--- config.mk ---
export PLATFORM = sky130hd
export DESIGN_NAME = vx_reset_sequencer
export DESIGN_NICKNAME = d
export VERILOG_FILES = /design/src/rtl/vx_reset_seq_pkg.sv /design/src/rtl/vx_reset_seq_timer.sv /design/src/rtl/vx_reset_sequencer.sv
export SDC_FILE = /design/constraint.sdc
export NUM_CORES = 1
export LEC_CHECK = 0
export ABC_AREA = 1
export BUFFER_PORTS_ARGS = -buffer_cell sky130_fd_sc_hd__buf_4
export CAP_MARGIN = 10
export CORE_MARGIN = 2
export CORE_UTILIZATION = 40
export CTS_BUF_LIST = sky130_fd_sc_hd__clkbuf_2
export CTS_CLUSTER_SIZE = 16
export DETAILED_ROUTE_END_ITERATION = 8
export PLACE_DENSITY_LB_ADDON = 0.25
export SLEW_MARGIN = 40
export SYNTH_ARGS = -nofsm -noshare
export SYNTH_HDL_FRONTEND = slang
export SYNTH_HIERARCHICAL = 1
export SYNTH_SLANG_ARGS = --single-unit
--- constraint.sdc ---
create_clock -name clk -period 2.64 [get_ports clk]
set_input_delay 0.528 -clock clk [delete_from_list [all_inputs] [get_ports clk]]
set_output_delay 0.528 -clock clk [all_outputs]
set_load 0.01 [all_outputs]
--- src/rtl/vx_reset_seq_pkg.sv ---
// Shared types and constants for the socket reset sequencer.
// Holds the sequencer state encoding, default domain indices,
// the startup DCR address/value and a small constant helper.
package vx_reset_seq_pkg;

    typedef enum logic [2:0] {
        ASSERT_HOLD,
        RELEASE_PRE,
        WAIT_LOAD,
        DCR_WRITE,
        RELEASE_POST,
        RUN
    } reset_seq_state_t;

    // Default domain indices; index order is release order.
    localparam int DOM_MEM_LOAD = 0;
    localparam int DOM_MEM      = 1;
    localparam int DOM_MEM_ARB  = 2;
    localparam int DOM_ICACHE   = 3;
    localparam int DOM_DCACHE   = 4;
    localparam int DOM_GBAR     = 5;
    localparam int DOM_CORE     = 6;

    // DCR register holding the low word of the core startup address,
    // and the code base address the cores start fetching from.
    localparam logic [11:0] VX_DCR_BASE_STARTUP_ADDR0 = 12'h001;
    localparam logic [31:0] USER_BASE_ADDR            = 32'h8000_0000;

    function automatic int maxInt(input int a, input int b);
        return (a > b) ? a : b;
    endfunction

endpackage

--- src/rtl/vx_reset_seq_timer.sv ---
// Loadable down-counter with a zero flag.
// Used by the reset sequencer for hold/gap spacing and, when
// VX_RESET_SEQ_TIMEOUT_EN is defined, for the preload timeout.
// The counter saturates at zero; a load takes priority over a decrement.
module vx_reset_seq_timer
    import vx_reset_seq_pkg::*;
#(
    parameter int               WIDTH = 3,
    parameter logic [WIDTH-1:0] INIT  = '0
) (
    input  logic             clk_i,
    input  logic             rst_ni,
    input  logic             load_i,
    input  logic [WIDTH-1:0] load_val_i,
    input  logic             dec_i,
    output logic             zero_o
);

    logic [WIDTH-1:0] count_q;
    logic [WIDTH-1:0] count_d;

    // Next count: reload, step down toward zero, or hold.
    always_comb begin
        count_d = count_q;
        if (load_i) begin
            count_d = load_val_i;
        end else if (dec_i && (count_q != '0)) begin
            count_d = count_q - WIDTH'(1);
        end
    end

    // Count register; comes out of reset already loaded with INIT.
    always_ff @(posedge clk_i or negedge rst_ni) begin
        if (!rst_ni) begin
            count_q <= INIT;
        end else begin
            count_q <= count_d;
        end
    end

    assign zero_o = (count_q == '0);

endmodule

--- src/rtl/vx_reset_sequencer.sv ---
// Socket reset sequencer: releases NUM_DOMAINS active-high domain resets
// in index order, holds the post-load domains until memory preload is
// done, issues the startup-address DCR write, then releases the rest.
// Optional feature macro: VX_RESET_SEQ_TIMEOUT_EN (preload timeout).
module vx_reset_sequencer
    import vx_reset_seq_pkg::*;
#(
    parameter int                        NUM_DOMAINS      = 7,
    parameter int                        NUM_PRELOAD      = 2,
    parameter int                        HOLD_CYCLES      = 4,
    parameter int                        GAP_CYCLES       = 2,
    parameter int                        DCR_ADDR_WIDTH   = 12,
    parameter int                        DCR_DATA_WIDTH   = 32,
    parameter logic [DCR_ADDR_WIDTH-1:0] STARTUP_DCR_ADDR = DCR_ADDR_WIDTH'(VX_DCR_BASE_STARTUP_ADDR0),
    parameter logic [DCR_DATA_WIDTH-1:0] STARTUP_ADDR     = DCR_DATA_WIDTH'(USER_BASE_ADDR)
`ifdef VX_RESET_SEQ_TIMEOUT_EN
    ,
    parameter int                        LOAD_TIMEOUT_CYCLES = 1024
`endif
) (
    input  logic                      clk,
    input  logic                      reset_n,
    input  logic                      soft_reset_req,
    input  logic                      load_done,
    output logic [NUM_DOMAINS-1:0]    domain_reset,
    output logic                      dcr_write_valid,
    output logic [DCR_ADDR_WIDTH-1:0] dcr_write_addr,
    output logic [DCR_DATA_WIDTH-1:0] dcr_write_data,
    output logic                      seq_busy,
    output logic                      seq_done,
    output logic                      load_timeout
);

    localparam int CNT_W = $clog2(maxInt(HOLD_CYCLES, GAP_CYCLES) + 1);
    localparam int IDX_W = $clog2(NUM_DOMAINS + 1);

    localparam logic [CNT_W-1:0]       HOLD_LOAD = CNT_W'(HOLD_CYCLES - 1);
    localparam logic [CNT_W-1:0]       GAP_LOAD  = CNT_W'(GAP_CYCLES - 1);
    localparam logic [IDX_W-1:0]       LAST_PRE  = IDX_W'((NUM_PRELOAD > 0) ? NUM_PRELOAD - 1 : 0);
    localparam logic [IDX_W-1:0]       LAST_DOM  = IDX_W'(NUM_DOMAINS - 1);
    localparam logic [NUM_DOMAINS-1:0] ALL_ONES  = {NUM_DOMAINS{1'b1}};

    reset_seq_state_t       state_q, state_d;
    logic [NUM_DOMAINS-1:0] domReset_q, domReset_d;
    logic [IDX_W-1:0]       idx_q, idx_d;

    logic             timerLoad;
    logic [CNT_W-1:0] timerLoadVal;
    logic             timerDec;
    logic             timerZero;
    logic             timeoutFire;

    // The timer holds the remaining edges before the next release; it
    // leaves reset loaded with the hold time so edge HOLD_CYCLES releases.
    vx_reset_seq_timer #(
        .WIDTH (CNT_W),
        .INIT  (HOLD_LOAD)
    ) u_gapTimer (
        .clk_i      (clk),
        .rst_ni     (reset_n),
        .load_i     (timerLoad),
        .load_val_i (timerLoadVal),
        .dec_i      (timerDec),
        .zero_o     (timerZero)
    );

    // Next-state logic: step through hold, pre-load releases, preload wait,
    // DCR write and post-load releases; only RUN reacts to a soft reset.
    always_comb begin
        state_d      = state_q;
        domReset_d   = domReset_q;
        idx_d        = idx_q;
        timerLoad    = 1'b0;
        timerLoadVal = GAP_LOAD;
        timerDec     = 1'b0;

        unique case (state_q)
            ASSERT_HOLD, RELEASE_PRE: begin
                if (!timerZero) begin
                    timerDec = 1'b1;
                end else if (NUM_PRELOAD == 0) begin
                    state_d = WAIT_LOAD;
                end else begin
                    domReset_d[idx_q] = 1'b0;
                    idx_d             = idx_q + IDX_W'(1);
                    timerLoad         = 1'b1;
                    state_d           = (idx_q == LAST_PRE) ? WAIT_LOAD : RELEASE_PRE;
                end
            end
            WAIT_LOAD: begin
                if (load_done || timeoutFire) begin
                    state_d = DCR_WRITE;
                end
            end
            DCR_WRITE: begin
                timerLoad = 1'b1;
                state_d   = RELEASE_POST;
            end
            RELEASE_POST: begin
                if (!timerZero) begin
                    timerDec = 1'b1;
                end else begin
                    domReset_d[idx_q] = 1'b0;
                    idx_d             = idx_q + IDX_W'(1);
                    timerLoad         = 1'b1;
                    if (idx_q == LAST_DOM) begin
                        state_d = RUN;
                    end
                end
            end
            RUN: begin
                if (soft_reset_req) begin
                    domReset_d   = ALL_ONES;
                    idx_d        = '0;
                    timerLoad    = 1'b1;
                    timerLoadVal = HOLD_LOAD;
                    state_d      = ASSERT_HOLD;
                end
            end
            default: begin
                state_d = ASSERT_HOLD;
            end
        endcase
    end

    // Sequencer registers; reset_n forces every domain back into reset at once.
    always_ff @(posedge clk or negedge reset_n) begin
        if (!reset_n) begin
            state_q    <= ASSERT_HOLD;
            domReset_q <= ALL_ONES;
            idx_q      <= '0;
        end else begin
            state_q    <= state_d;
            domReset_q <= domReset_d;
            idx_q      <= idx_d;
        end
    end

`ifdef VX_RESET_SEQ_TIMEOUT_EN
    localparam int              TO_W    = $clog2(LOAD_TIMEOUT_CYCLES + 1);
    localparam logic [TO_W-1:0] TO_LOAD = TO_W'(LOAD_TIMEOUT_CYCLES - 1);

    logic toZero;
    logic loadTimeout_q;

    // Reloaded whenever we are outside WAIT_LOAD, counts down inside it.
    vx_reset_seq_timer #(
        .WIDTH (TO_W),
        .INIT  (TO_LOAD)
    ) u_timeoutTimer (
        .clk_i      (clk),
        .rst_ni     (reset_n),
        .load_i     (state_q != WAIT_LOAD),
        .load_val_i (TO_LOAD),
        .dec_i      (state_q == WAIT_LOAD),
        .zero_o     (toZero)
    );

    assign timeoutFire = (state_q == WAIT_LOAD) && toZero && !load_done;

    // Sticky timeout flag; only reset_n clears it, a soft reset does not.
    always_ff @(posedge clk or negedge reset_n) begin
        if (!reset_n) begin
            loadTimeout_q <= 1'b0;
        end else if (timeoutFire) begin
            loadTimeout_q <= 1'b1;
        end
    end

    assign load_timeout = loadTimeout_q;
`else
    assign timeoutFire  = 1'b0;
    assign load_timeout = 1'b0;
`endif

    assign domain_reset    = domReset_q;
    assign dcr_write_valid = (state_q == DCR_WRITE);
    assign dcr_write_addr  = dcr_write_valid ? STARTUP_DCR_ADDR : '0;
    assign dcr_write_data  = dcr_write_valid ? STARTUP_ADDR : '0;
    assign seq_busy        = (state_q != RUN);
    assign seq_done        = (state_q == RUN);

endmodule

==> results summary <==
The final critical path takes up 73.7% of the cycle. Wires add up to 2100 um. From synthesis to final layout, the design area changed by -1.35%. The number of standard-cell rows in the floorplan is 21.

The mean instance size in the synthesized netlist is 7.67 um2. The number of warnings issued by yosys came out at 6. The netlist uses 26 different library cells. The number of global-route vias before repair is 823. The post-synthesis cell area is 1390 um2. In this run the tool buffered the top-level ports with 15 buffer cells. The number of sinks on the clock net came out at 16. The critical setup path kind is flip-flop to flip-flop. The worst setup path is launched from a flip-flop.

The count of buffer and inverter cells on the critical path is 2. After detailed routing, the number of remaining DRC violations is 0. The count of TritonRoute iterations in the first routing pass came out at 4. During I/O placement, the number of pins put on the boundary was 59. The detailed-route via count came out at 941. The remaining global-route overflow came out at 0. The register bit count reported by yosys is 16. 0 antenna diodes ended up in the layout. The slowest stage of the critical path belongs to the cell dfstp_2.

The area of the die is 3960 um2. STA classifies the critical path endpoint as a flip-flop. For the final database, setup skew stands at 0.00289 ns.

Traced cell by cell, the critical path runs through inv_1, ha_1, ha_1, nand3_2, nand3_1, inv_2, nand2_2, nand2_1, nand2_1. The final layout contains 205 nets. The total negative slack came out at 0 ns. The largest buffer count on any clock path is 2. Summed over all cells, the static leakage comes to 0.791 nW. The count of flip-flops with a built-in enable after synthesis is 0. The worst path meets setup with 0.693 ns of slack.

The die boundary height is 62.9 um. The final period demand of the worst path is 1.95 ns. At the end of the flow the core is filled with cells to 41.0%. For the worst-skew pair, the clock arrives at the later sink with an insertion delay of 0.29 ns. The startpoint identified for the worst register-to-register timing path is u_gapTimer/count_q[0]. The arrival time of the worst setup path came out at 2.15 ns. The placed wire-length estimate after detailed placement is 1620 um. The number of inserted filler cells in the final layout came out at 393. In the synthesized netlist the dominant register cell turns out to be dfstp_2. The worst path required time is 2.84 ns. The portion of synthesized cell area occupied by the leading cell type came out at 24.3%.

Entering global routing, the biggest net connects 17 pins. The TritonCTS buffer count is 3. The highest attainable clock frequency is 514 MHz. Setup repair after global routing left no endpoint under its margin.

The number of violations of the max-capacitance limit is 0. After clock tree synthesis, the clock-pin slew on the worst setup and hold paths is 0.15 ns. The met1 wire length is 998 um.

The routed design uses 111 um of met3 wire. The synthesized netlist cell count came out at 181. Setup violations remaining at the end of the flow were counted as 0.

The initial antenna violation count is 0. In this run the register-to-register setup slack is 0.69 ns. The count of nets left with antenna violations once routing finished came out at 0. The met2 routed wirelength is 976 um. The count of hold-fix buffers inserted at cts is 0. The kind of cell with the highest combined delay along the critical path is simple AND/OR/NAND/NOR gates. The total setup buffers inserted after CTS came out at 0. buf_4 takes more of the synthesized area than any other cell. The final RePlAce weighted congestion came out at 0.791. The tightest min-delay check is of the input port to asynchronous set/reset pin type. The highest routed metal layer is met4. The post-cts sizing count came out at 0. The area of the multi-input gates came out at 674 um2. The power per unit of standard cell area is 1010 nW/um2. The wire length of the first global-routing pass is 3750 um. The highest cell delay on the worst timing path is 0.57 ns.

The iteration-0 DRC count of the detailed router came out at 21. The share of layout cells above drive strength 1 is 21.0%. The worst reg2reg path endpoint is u_gapTimer/count_q[2]. After synthesis, the cell types taking the most area are buf_4 24%, dfstp_2 17%, dfrtp_1 13%, nand2_1 9.2%, inv_1 6.0%. The die width is 62.9 um. The largest vdd supply drop is 532 uV. TritonCTS built the clock tree. CTS built an H-tree with a depth of 1. The flow ran to the end, and the final reports show no timing, DRC or antenna violations. The initial cell density of the core came out at 41.6%.

The worst slack at placement is 0.712 ns. The final number of max-transition violations is 0. The top fanout value on the critical path is 14.

The async set-or-reset flop fraction in the synthesized netlist came out at 100%. The critical path runs through a total of 9 cells. The count of cells along the worst register-to-register path is 9. The root buffer selected by CTS is clkbuf_2. Hold is met by 0.0637 ns. The sequential cells in the finished layout cover a total of 412 um2.

The number of hold-slack violations in the final timing report is 0. The sequential area share after synthesis is 29.7%. The total power of the final layout is 1.38 mW.

The routed wire length per instance is 8.72 um. In the global route stage, overall resource usage came out at 11.6%. The area of the core region is 3340 um2. The average via count per standard cell came out at 3.90.
==> power by group <==
part           internal (mW)  total [mW]  switching (mW)
Combinational          0.294       0.756           0.462
Clock                 0.0329       0.110          0.0771
Sequential             0.392       0.511           0.119
Total                  0.719        1.38           0.658
==> layout make-up <==
cell class	count	share of cell area [%]
timing repair buffer	15	8.23
clock inverter	1	0.274
multi-input combinational	135	49.3
tap	46	4.20
sequential	16	30.1
inverter	25	6.86
clock buffer	3	1.10
==> how the worst max path moves through the flow <==
stage | startpoint | to | slack (ns)
after CTS | u_gapTimer/count_q[0] | u_gapTimer/count_q[2] | 0.69
final | u_gapTimer/count_q[0] | u_gapTimer/count_q[2] | 0.69
after detailed placement | u_gapTimer/count_q[0] | u_gapTimer/count_q[2] | 0.71
after global routing | u_gapTimer/count_q[0] | u_gapTimer/count_q[1] | 0.49
after floorplan | u_gapTimer/count_q[0] | u_gapTimer/count_q[2] | 0.87
after global placement | u_gapTimer/count_q[0] | u_gapTimer/count_q[2] | 0.74
==> flip-flops by register name, summed over array words and instances (netlist names) <==
signal              count
u_gapTimer/count_q      3
domain_reset            7
idx_q                   3
state_q                 3
==> layer usage <==
layer  up-vias  GRT usage [%]
li1        497              -
met1       412           15.7
met2        30           18.4
met3         2           3.24
met4         0           2.50
met5         -              0
==> worst register-to-register path, cell delays in order, from the launching register on <==
cell	delay [ns]
dfstp_2	0.57
inv_1	0.04
ha_1	0.18
ha_1	0.22
nand3_2	0.27
nand3_1	0.25
inv_2	0.15
nand2_2	0.07
nand2_1	0.07
nand2_1	0.04
==> cells in the final DEF, fill, tap and decap left out <==
cell and count:
nand3_4 1, o21bai_1 2, nor3_2 1, nand4_1 1, ha_1 5, nor3_1 4, o21ai_1 2, xor2_1 1
nand3_1 16, inv_1 22, nand2_1 34, o21ai_0 8, or2_0 1, dfstp_2 9, nor2_4 1, conb_1 45
inv_2 3, nand3_2 5, buf_4 15, clkbuf_2 3, o21ai_2 1, dfrtp_1 7, nand2_2 2, nor2_1 5
clkinv_1 1
==> synthesized netlist by cell type (all sizes together) (2+ instances only) <==
| cell | instances |
|---|---|
| nor3 | 5 |
| buf | 48 |
| nor2 | 6 |
| o21ai | 11 |
| dfstp | 9 |
| nand2 | 36 |
| inv | 25 |
| ha | 5 |
| conb | 2 |
| nand3 | 22 |
| dfrtp | 7 |
| o21bai | 2 |
==> kinds of logic (layout without fill, tap and decap cells) <==
kind of cell / after synthesis / count (layout) / share of synthesized area, %
buffers and inverters: 73 / 44 / 33.4
AO/OA/AOI/OAI: 13 / 13 / 5.32
other: 2 / 45 / 0.541
adder cells (fa/ha/maj): 5 / 5 / 4.51
XOR/XNOR: 1 / 1 / 0.631
flip-flops: 16 / 16 / 29.7
AND/OR/NAND/NOR: 71 / 71 / 26.0
==> stage by stage <==
step                cell area [um2]  std cells
floorplan                      1550        224
global placement               1350        237
detailed placement             1350        237
CTS                            1370        241
global route                   1370        241
finish                         1370        241
No activity file was read; power rests on OpenSTA's default activity.
